[src/rtl/hazard_ctrl_fsm_if.sv]
// ID/EX hazard inputs and PC / IF-ID / ID-EX control outputs of the hazard controller.
// The pipeline side uses master; the controller uses slave.
interface hazard_ctrl_fsm_if #(
  parameter int REG_W  = 5,
  parameter int ADDR_W = 32,
  parameter int CNT_W  = 16
);
  logic [REG_W-1:0]  rs_id;
  logic [REG_W-1:0]  rt_id;
  logic              rs_used_id;
  logic              rt_used_id;
  logic [REG_W-1:0]  rt_ex;
  logic              load_ex;
  logic              beq_id;
  logic              bne_id;
  logic              beq_ex;
  logic              bne_ex;
  logic              zero_alu;
  logic [ADDR_W-1:0] target_ex;

  logic              hold_pc;
  logic              if_id_hold;
  logic              if_id_flush;
  logic              id_ex_bubble;
  logic              pc_redirect;
  logic [ADDR_W-1:0] pc_target;
  logic [CNT_W-1:0]  stall_cycles;
  logic              protocol_err;

  modport master (
    output rs_id, rt_id, rs_used_id, rt_used_id, rt_ex, load_ex,
           beq_id, bne_id, beq_ex, bne_ex, zero_alu, target_ex,
    input  hold_pc, if_id_hold, if_id_flush, id_ex_bubble, pc_redirect,
           pc_target, stall_cycles, protocol_err
  );

  modport slave (
    input  rs_id, rt_id, rs_used_id, rt_used_id, rt_ex, load_ex,
           beq_id, bne_id, beq_ex, bne_ex, zero_alu, target_ex,
    output hold_pc, if_id_hold, if_id_flush, id_ex_bubble, pc_redirect,
           pc_target, stall_cycles, protocol_err
  );
endinterface

[src/rtl/hazard_ctrl_fsm.sv]
// Pipeline hazard controller: multi-cycle load-use bubbles, delayed beq/bne resolution
// with PC redirect, saturating stall counter and sticky protocol-error flag.
module hazard_ctrl_fsm #(
  parameter int REG_W             = 5,
  parameter int ADDR_W            = 32,
  parameter int LOAD_STALL_CYCLES = 1,
  parameter int BRANCH_DELAY      = 1,
  parameter int CNT_W             = 16
) (
  input  logic             clk,
  input  logic             rst,
  hazard_ctrl_fsm_if.slave bus
);

  // Timer only needs to hold max(LOAD_STALL_CYCLES-2, BRANCH_DELAY-1).
  localparam int TMR_MAX = (LOAD_STALL_CYCLES > BRANCH_DELAY) ? LOAD_STALL_CYCLES : BRANCH_DELAY;
  localparam int TW      = (TMR_MAX > 1) ? $clog2(TMR_MAX) : 1;
  localparam logic [TW-1:0] LOAD_RELOAD = TW'((LOAD_STALL_CYCLES > 1) ? (LOAD_STALL_CYCLES - 2) : 0);
  localparam logic [TW-1:0] BR_RELOAD   = TW'((BRANCH_DELAY > 1) ? (BRANCH_DELAY - 1) : 0);

  typedef enum logic [1:0] {
    RUN        = 2'd0,
    LOAD_STALL = 2'd1,
    BR_WAIT    = 2'd2
  } state_t;

  state_t            state_reg, state_next;
  logic [TW-1:0]     tmr_reg, tmr_next;
  logic [CNT_W-1:0]  stall_reg;
  logic              perr_reg;
  logic              perr_set;

  logic [REG_W-1:0]  rs_id, rt_id, rt_ex;
  logic [ADDR_W-1:0] target_ex;
  logic              load_use;
  logic              taken;

  logic              hold_pc;
  logic              if_id_hold;
  logic              if_id_flush;
  logic              id_ex_bubble;
  logic              pc_redirect;
  logic [ADDR_W-1:0] pc_target;

  assign rs_id     = bus.rs_id;
  assign rt_id     = bus.rt_id;
  assign rt_ex     = bus.rt_ex;
  assign target_ex = bus.target_ex;

  // $zero is never a real dependency, so a load into it cannot cause a hazard.
  assign load_use = bus.load_ex && (rt_ex != '0) &&
                    ((bus.rs_used_id && (rs_id == rt_ex)) ||
                     (bus.rt_used_id && (rt_id == rt_ex)));

  assign taken = (bus.beq_ex && bus.zero_alu) || (bus.bne_ex && !bus.zero_alu);

  always_comb begin
    state_next   = state_reg;
    tmr_next     = tmr_reg;
    hold_pc      = 1'b0;
    if_id_hold   = 1'b0;
    if_id_flush  = 1'b0;
    id_ex_bubble = 1'b0;
    pc_redirect  = 1'b0;
    pc_target    = '0;
    perr_set     = 1'b0;
    if (!rst) begin
      case (state_reg)
        RUN: begin
          // Load-use wins; a branch in IF/ID simply waits there until the stall ends.
          if (load_use) begin
            hold_pc      = 1'b1;
            if_id_hold   = 1'b1;
            id_ex_bubble = 1'b1;
            if (LOAD_STALL_CYCLES > 1) begin
              state_next = LOAD_STALL;
              tmr_next   = LOAD_RELOAD;
            end
          end else if (bus.beq_id || bus.bne_id) begin
            hold_pc     = 1'b1;
            if_id_flush = 1'b1;
            state_next  = BR_WAIT;
            tmr_next    = BR_RELOAD;
          end
        end
        LOAD_STALL: begin
          hold_pc      = 1'b1;
          if_id_hold   = 1'b1;
          id_ex_bubble = 1'b1;
          if (tmr_reg == '0) begin
            state_next = RUN;
          end else begin
            tmr_next = tmr_reg - TW'(1);
          end
        end
        BR_WAIT: begin
          if (tmr_reg != '0) begin
            hold_pc     = 1'b1;
            if_id_flush = 1'b1;
            tmr_next    = tmr_reg - TW'(1);
          end else begin
            // Resolution: a taken branch squashes the fall-through and redirects.
            if (taken) begin
              pc_redirect = 1'b1;
              pc_target   = target_ex;
              if_id_flush = 1'b1;
            end
            perr_set   = !bus.beq_ex && !bus.bne_ex;
            state_next = RUN;
          end
        end
        default: begin
          state_next = RUN;
          tmr_next   = '0;
        end
      endcase
    end
  end

  always_ff @(posedge clk) begin
    if (rst) begin
      state_reg <= RUN;
      tmr_reg   <= '0;
      stall_reg <= '0;
      perr_reg  <= 1'b0;
    end else begin
      state_reg <= state_next;
      tmr_reg   <= tmr_next;
      if ((hold_pc || if_id_hold) && (stall_reg != {CNT_W{1'b1}})) begin
        stall_reg <= stall_reg + CNT_W'(1);
      end
      if (perr_set) begin
        perr_reg <= 1'b1;
      end
    end
  end

  assign bus.hold_pc      = hold_pc;
  assign bus.if_id_hold   = if_id_hold;
  assign bus.if_id_flush  = if_id_flush;
  assign bus.id_ex_bubble = id_ex_bubble;
  assign bus.pc_redirect  = pc_redirect;
  assign bus.pc_target    = pc_target;
  assign bus.stall_cycles = rst ? '0 : stall_reg;
  assign bus.protocol_err = !rst && perr_reg;

endmodule

[src/flat_wrapper.sv]
// flat-port wrapper written by rule: the top's interface ports become plain ports
module hazard_ctrl_fsm_flat 
#(
  parameter int REG_W             = 5,
  parameter int ADDR_W            = 32,
  parameter int LOAD_STALL_CYCLES = 1,
  parameter int BRANCH_DELAY      = 1,
  parameter int CNT_W             = 16
)
  (clk, rst, bus_rs_id, bus_rt_id, bus_rs_used_id, bus_rt_used_id, bus_rt_ex, bus_load_ex, bus_beq_id, bus_bne_id, bus_beq_ex, bus_bne_ex, bus_zero_alu, bus_target_ex, bus_hold_pc, bus_if_id_hold, bus_if_id_flush, bus_id_ex_bubble, bus_pc_redirect, bus_pc_target, bus_stall_cycles, bus_protocol_err);
  hazard_ctrl_fsm_if #(.REG_W(REG_W), .ADDR_W(ADDR_W), .CNT_W(CNT_W)) bus_i ();
  input  logic clk;
  input  logic rst;
  input wire logic [$bits(bus_i.rs_id)-1:0] bus_rs_id;
  input wire logic [$bits(bus_i.rt_id)-1:0] bus_rt_id;
  input wire logic [$bits(bus_i.rs_used_id)-1:0] bus_rs_used_id;
  input wire logic [$bits(bus_i.rt_used_id)-1:0] bus_rt_used_id;
  input wire logic [$bits(bus_i.rt_ex)-1:0] bus_rt_ex;
  input wire logic [$bits(bus_i.load_ex)-1:0] bus_load_ex;
  input wire logic [$bits(bus_i.beq_id)-1:0] bus_beq_id;
  input wire logic [$bits(bus_i.bne_id)-1:0] bus_bne_id;
  input wire logic [$bits(bus_i.beq_ex)-1:0] bus_beq_ex;
  input wire logic [$bits(bus_i.bne_ex)-1:0] bus_bne_ex;
  input wire logic [$bits(bus_i.zero_alu)-1:0] bus_zero_alu;
  input wire logic [$bits(bus_i.target_ex)-1:0] bus_target_ex;
  output wire logic [$bits(bus_i.hold_pc)-1:0] bus_hold_pc;
  output wire logic [$bits(bus_i.if_id_hold)-1:0] bus_if_id_hold;
  output wire logic [$bits(bus_i.if_id_flush)-1:0] bus_if_id_flush;
  output wire logic [$bits(bus_i.id_ex_bubble)-1:0] bus_id_ex_bubble;
  output wire logic [$bits(bus_i.pc_redirect)-1:0] bus_pc_redirect;
  output wire logic [$bits(bus_i.pc_target)-1:0] bus_pc_target;
  output wire logic [$bits(bus_i.stall_cycles)-1:0] bus_stall_cycles;
  output wire logic [$bits(bus_i.protocol_err)-1:0] bus_protocol_err;
  assign bus_i.rs_id = bus_rs_id;
  assign bus_i.rt_id = bus_rt_id;
  assign bus_i.rs_used_id = bus_rs_used_id;
  assign bus_i.rt_used_id = bus_rt_used_id;
  assign bus_i.rt_ex = bus_rt_ex;
  assign bus_i.load_ex = bus_load_ex;
  assign bus_i.beq_id = bus_beq_id;
  assign bus_i.bne_id = bus_bne_id;
  assign bus_i.beq_ex = bus_beq_ex;
  assign bus_i.bne_ex = bus_bne_ex;
  assign bus_i.zero_alu = bus_zero_alu;
  assign bus_i.target_ex = bus_target_ex;
  assign bus_hold_pc = bus_i.hold_pc;
  assign bus_if_id_hold = bus_i.if_id_hold;
  assign bus_if_id_flush = bus_i.if_id_flush;
  assign bus_id_ex_bubble = bus_i.id_ex_bubble;
  assign bus_pc_redirect = bus_i.pc_redirect;
  assign bus_pc_target = bus_i.pc_target;
  assign bus_stall_cycles = bus_i.stall_cycles;
  assign bus_protocol_err = bus_i.protocol_err;
  hazard_ctrl_fsm #(.REG_W(REG_W), .ADDR_W(ADDR_W), .LOAD_STALL_CYCLES(LOAD_STALL_CYCLES), .BRANCH_DELAY(BRANCH_DELAY), .CNT_W(CNT_W)) u_core (.clk(clk), .rst(rst), .bus(bus_i));
endmodule
[config.mk]
export PLATFORM = sky130hd
export DESIGN_NAME = hazard_ctrl_fsm_flat
export DESIGN_NICKNAME = d
export VERILOG_FILES = /design/src/rtl/hazard_ctrl_fsm_if.sv /design/src/rtl/hazard_ctrl_fsm.sv /design/src/flat_wrapper.sv
export SDC_FILE = /design/constraint.sdc
export NUM_CORES = 1
export LEC_CHECK = 0
export ABC_AREA = 1
export BUFFER_PORTS_ARGS = -buffer_cell sky130_fd_sc_hd__buf_2
export CORE_MARGIN = 2
export CORE_UTILIZATION = 35
export CTS_BUF_LIST = sky130_fd_sc_hd__clkbuf_4
export DETAILED_ROUTE_END_ITERATION = 10
export PLACE_DENSITY_LB_ADDON = 0.08
export SYNTH_ARGS = -nofsm -noshare
export SYNTH_HDL_FRONTEND = slang
export SYNTH_SLANG_ARGS = --single-unit
export TNS_END_PERCENT = 50
[constraint.sdc]
create_clock -name clk -period 3.65 [get_ports clk]
set_input_delay 0.365 -clock clk [delete_from_list [all_inputs] [get_ports clk]]
set_output_delay 0.365 -clock clk [all_outputs]
set_load 0.01 [all_outputs]
### Yosys cells after proc, flatten, opt, wreduce, memory -nomap -nowiden

Cells that the tools add are included.

| cells by class | value |
|---|---|
| $add $sub $neg | 2 |
| multiplexer cells | 32 |
| eq/ne operators | 8 |
| reduce and logical (&&, ||, !) cells | 22 |

Operator list:

| cell | count |
|---|---|
| two-way mux 32 bit | 4 |
| two-way mux 1 bit | 19 |
| adder 16 x 1 -> 16 bit (second input constant) | 1 |
| two-way mux 16 bit | 1 |
| != test 16 bit (second input constant) | 1 |
| == test 5 bit | 2 |
| logical AND 1 bit | 9 |
| two-way mux 2 bit | 3 |
| one-hot mux 1 bit (2 select lines) | 3 |
| nonzero test 5 bit | 1 |
| logical NOT 1 bit | 4 |
| logical OR 1 bit | 4 |
| != test 2 bit (second input constant) | 2 |
| one-hot mux 2 bit (2 select lines) | 1 |
| one-hot mux 1 bit (3 select lines) | 1 |
| AND reduction 3 bit | 1 |
| == test 2 x 1 -> 1 bit (second input constant) | 1 |
| == test 2 bit (second input constant) | 1 |
| logical NOT 2 bit | 1 |
| != test 2 x 1 -> 1 bit (second input constant) | 1 |
| AND reduction 2 bit | 1 |
| OR reduction 2 bit | 1 |
| subtractor 1 bit (second input constant) | 1 |

| storage, ports and cells | value |
|---|---|
| logic and storage cells | 68 |
| bits of input ports | 57 |
| output and inout port bits | 54 |
| register bits after elaboration | 20 |

### Longest topological paths before layout

| depth | value |
|---|---|
| depth in word-level cells | 9 |
| gate-level depth with buffers | 12 |

### Least setup slack after synthesis

No wires, ideal clock.

| timing path | value |
|---|---|
| path kind | input -> output |
| from | input port rst |
| to | output port bus_pc_redirect |
| stages on the path | 5 |
| data arrival time | 1.265 ns |
| buffers on the path | 2 |
| slack | 2.020 ns |
| data required time | 3.285 ns |
| cells stage by stage | clkbuf_1 -> inv_1 -> nand3_1 -> clkbuf_1 -> inv_1 |

| on the way | value |
|---|---|
| longest elaborated chain between the ends | 1 |

RTL lines:

| what | RTL line | source |
|---|---|---|
| start, declared | flat_wrapper.sv:13 | `input logic rst;` |
| two-way mux 1 bit | hazard_ctrl_fsm.sv:67 | `if (!rst) begin` |
| end, declared | flat_wrapper.sv:30 | `output wire logic [$bits(bus_i.pc_redirect)-1:0] bus_pc_redirect;` |

Every way passes these cells.

### Final worst setup path

| timing path | value |
|---|---|
| from | register u_core.state_reg[1] |
| to | output port bus_pc_target[9] |

| on the way | value |
|---|---|
| longest elaborated chain between the ends | 3 |

RTL lines:

| what | RTL line | source |
|---|---|---|
| start, declared | hazard_ctrl_fsm.sv:27 | `state_t state_reg, state_next;` |
| start signal, assigned | hazard_ctrl_fsm.sv:127 | `state_reg <= state_next;` |
| == test 2 bit | hazard_ctrl_fsm.sv:68 | `case (state_reg)` |
| two-way mux 32 bit | hazard_ctrl_fsm.sv:68 |  |
| two-way mux 32 bit | hazard_ctrl_fsm.sv:67 |  |
| end, declared | flat_wrapper.sv:31 | `output wire logic [$bits(bus_i.pc_target)-1:0] bus_pc_target;` |

Every way passes these cells.

==> results.py <==
metrics = {
    "synth": {
        "ys.flop_type": "dfxtp_1",
        "async_reset_ff_share_pct": 0,
        "ys_seq_elements": 18,
        "yosysUniqueCellTypes": 26,
        "yosysWarnings": 0,
        "ys_seq_area_share_pct": 21.29,
        "synthTopCellsByCount": "66 x nor2_1, 65 x inv_1, 61 x nand2_1",
        "netlist_instances": 303,
        "synth_top_area_cell": "dfxtp_1",
        "synth_top_area_share_pct": 21.29,
        "syn-num-nets": 361,
        "syn_area_per_cell_um2": 5.587,
        "synth_edf_count": 0,
        "synth_most_common_cell": "nor2_1",
        "synth_area_leaders": "dfxtp_1 21%, nor2_1 15%, inv_1 14%, nand2_1 14%, nand3_1 7.4%",
        "netlist_area_um2": 1693,
    },
    "power_and_ir_drop": {
        "p_leak_uw": 0.001358,
        "sw_frac_of_total_pct": 32.20,
        "ir_worst_vdd_v": 0.00008780,
        "p_switching_uw": 136.4,
        "p_comb_share_pct": 26.6,
        "pwr_density_cell_nw_per_um2": 184.6,
        "p_seq_share_pct": 47.8,
        "pwr-share-clk_pct": 25.5,
        "internal_power_uw": 287.2,
    },
    "floorplan": {
        "fp.dieW_um": 73.55,
        "core_um2": 4692,
        "initial_core_util_pct": 36.08,
        "placementRows": 25,
        "die_h_um": 73.55,
        "io_pins": 111,
        "dieArea_um2": 5409,
    },
    "critical_path": {
        "worstPathArrival_ns": 1.87,
        "crit_fanout": 22,
        "rrSetupSlack_ns": 1.85,
        "start_kind": "flip-flop",
        "cp_data_required_time_ns": 3.28,
        "worstRegToRegCells": 9,
        "timing.rr.start": "u_core.stall_reg[0]",
        "crit_path_start": "u_core.state_reg[1]",
        "setup.worst_path.class": "flip-flop to output port",
        "cp-end-kind": "output port",
    },
    "global_route": {
        "grt_pass1_wl_um": 7210,
        "grt_util_all_layers_pct": 16.40,
        "grt_antenna_before_repair": 0,
        "grt_max_degree": 38,
        "grt_pass1_vias": 1767,
        "gr-total-overflow": 0,
    },
    "timing": {
        "timing.fmax_mhz": 447.8,
        "maxSlewHeadroom_pct": 49.85,
        "timing.final.crit_period_ns": 2.233,
        "worst_slew_pin_slew_ns": 0.7502,
        "rsz0062_at_grt": "no",
        "clock_skew_ns": 0.009500,
        "finalHoldViolCount": 0,
        "maxSlewViolCount": 0,
        "fin_tns_setup_ns": 0,
        "min_period_over_period_pct": 61.18,
        "setup-violations-final": 0,
    },
    "route": {
        "first_pass_iters": 4,
        "vias_per_cell": 4.461,
        "wl_um": 4607,
        "drc": 0,
        "dr_total_vias": 2061,
        "ant_nets": 0,
        "post_drt_wl_per_cell_um": 9.972,
        "first_iter_violations": 76,
    },
    "status": {
        "status": "completed",
    },
    "placement": {
        "globalplace.congestion": 0.7870,
        "port_buffers": 110,
        "placed_area_um2": 2268,
        "dpl.hpwl_um": 3681,
    },
    "finish": {
        "drive_gt1_share_pct": 34.07,
        "final_area_um2": 2295,
        "largest_register_ffs": 16,
        "diodes": 0,
        "nNetsFinal": 467,
        "area_delta_synth_final_pct": 35.55,
        "nFillCells": 507,
    },
    "hold_path": {
        "hold_path.class": "input port to flip-flop",
        "worstHoldStart": "bus_beq_ex",
        "hold_path_depth": 2,
    },
    "clocking": {
        "cts_hold_buf": 0,
        "cts_buffers": 3,
        "cts_max_path_buffers": 2,
        "clkSlewWorstSetupHoldPaths_ns": 0.12,
        "clock_latency_ns": 0.30,
        "h-tree-depth": 1,
        "cts_setup_buffers": 0,
        "cts_resized": 0,
        "cts_tree": "yes",
        "cts-root-buf": "clkbuf_4",
        "cts.sinks": 18,
    },
    "run": {
        "maxCapViolations": 0,
    },
}
[metrics by stage]
stage | worst slack, ns | hold slack [ns] | instances | utilization (%) | power (uW)
6_report | 1.417 | 0.2484 | 462 | 48.91 | 423.6
5_1_grt | 1.242 | 0.2637 | 462 | 48.91 | 449.1
4_1_cts | 1.399 | 0.2462 | 462 | 48.91 | 428.4
3_5_place_dp | 1.480 | 0.4625 | 458 | 48.35 | 321.0
3_3_place_gp | 1.518 | 0.4592 | 458 | 48.35 | 320.4
2_1_floorplan | 2.020 | 0.4479 | 303 | - | 270.3
[cells by family (layout without fill, tap and decap cells)]
group,Yosys count,in the layout,share of synthesized area (%)
AND/OR/NAND/NOR,169,169,44.05
buffers and inverters,81,186,18.92
flip-flops,18,18,21.29
AO/OA/AOI/OAI,20,20,7.761
adder cells (fa/ha/maj),1,1,0.7390
XOR/XNOR,14,14,7.243
[routing by layer]
layer	GRT usage (%)	wire length, um
met5	0	0
met4	4.848	46
met3	2.058	282
met2	28.08	2115
met1	21.41	2163
[path summary, 6_finish.rpt]
path                          end
max              bus_pc_target[9]
min               u_core.perr_reg
max reg2reg   u_core.stall_reg[7]
min reg2reg  u_core.stall_reg[15]
[worst max-delay path: stages, from the launching register on]
cell,delay [ns]
dfxtp_1,0.39
nand3_1,0.54
buf_4,0.41
nor2_1,0.10
buf_2,0.13
[cells in the final DEF (no fill, tap or decap), drive strengths merged]
| cell type | count |
|---|---|
| buf | 112 |
| nor3 | 5 |
| inv | 70 |
| clkbuf | 3 |
| nand3 | 27 |
| o21ai | 3 |
| clkinv | 1 |
| o22ai | 1 |
| or2 | 1 |
| a21oi | 16 |
| nand4 | 2 |
| dfxtp | 18 |
| nor2 | 68 |
| nand3b | 1 |
| nand2 | 65 |
| ha | 1 |
| xor2 | 14 |
[power by group through the flow]
stage,clock network [uW],logic [uW],registers [uW]
3_5_place_dp,0,114,207
3_3_place_gp,0,113,207
4_1_cts,111,114,203
6_report,108,113,203
5_1_grt,117,128,204
2_1_floorplan,0,64.0,206
[final cells by class]
| class | instances | area (um2) | share of cell area, % |
|---|---|---|---|
| repair buffers | 112 | 565.5 | 24.65 |
| flip-flops and latches | 18 | 360.3 | 15.70 |
| clock inverters | 1 | 3.754 | 0.1636 |
| well taps | 54 | 67.56 | 2.944 |
| inverters | 70 | 262.8 | 11.45 |
| multi-input cells | 204 | 1012 | 44.11 |
| clock buffers | 3 | 22.52 | 0.9815 |
(Power assumes the default switching activity.)
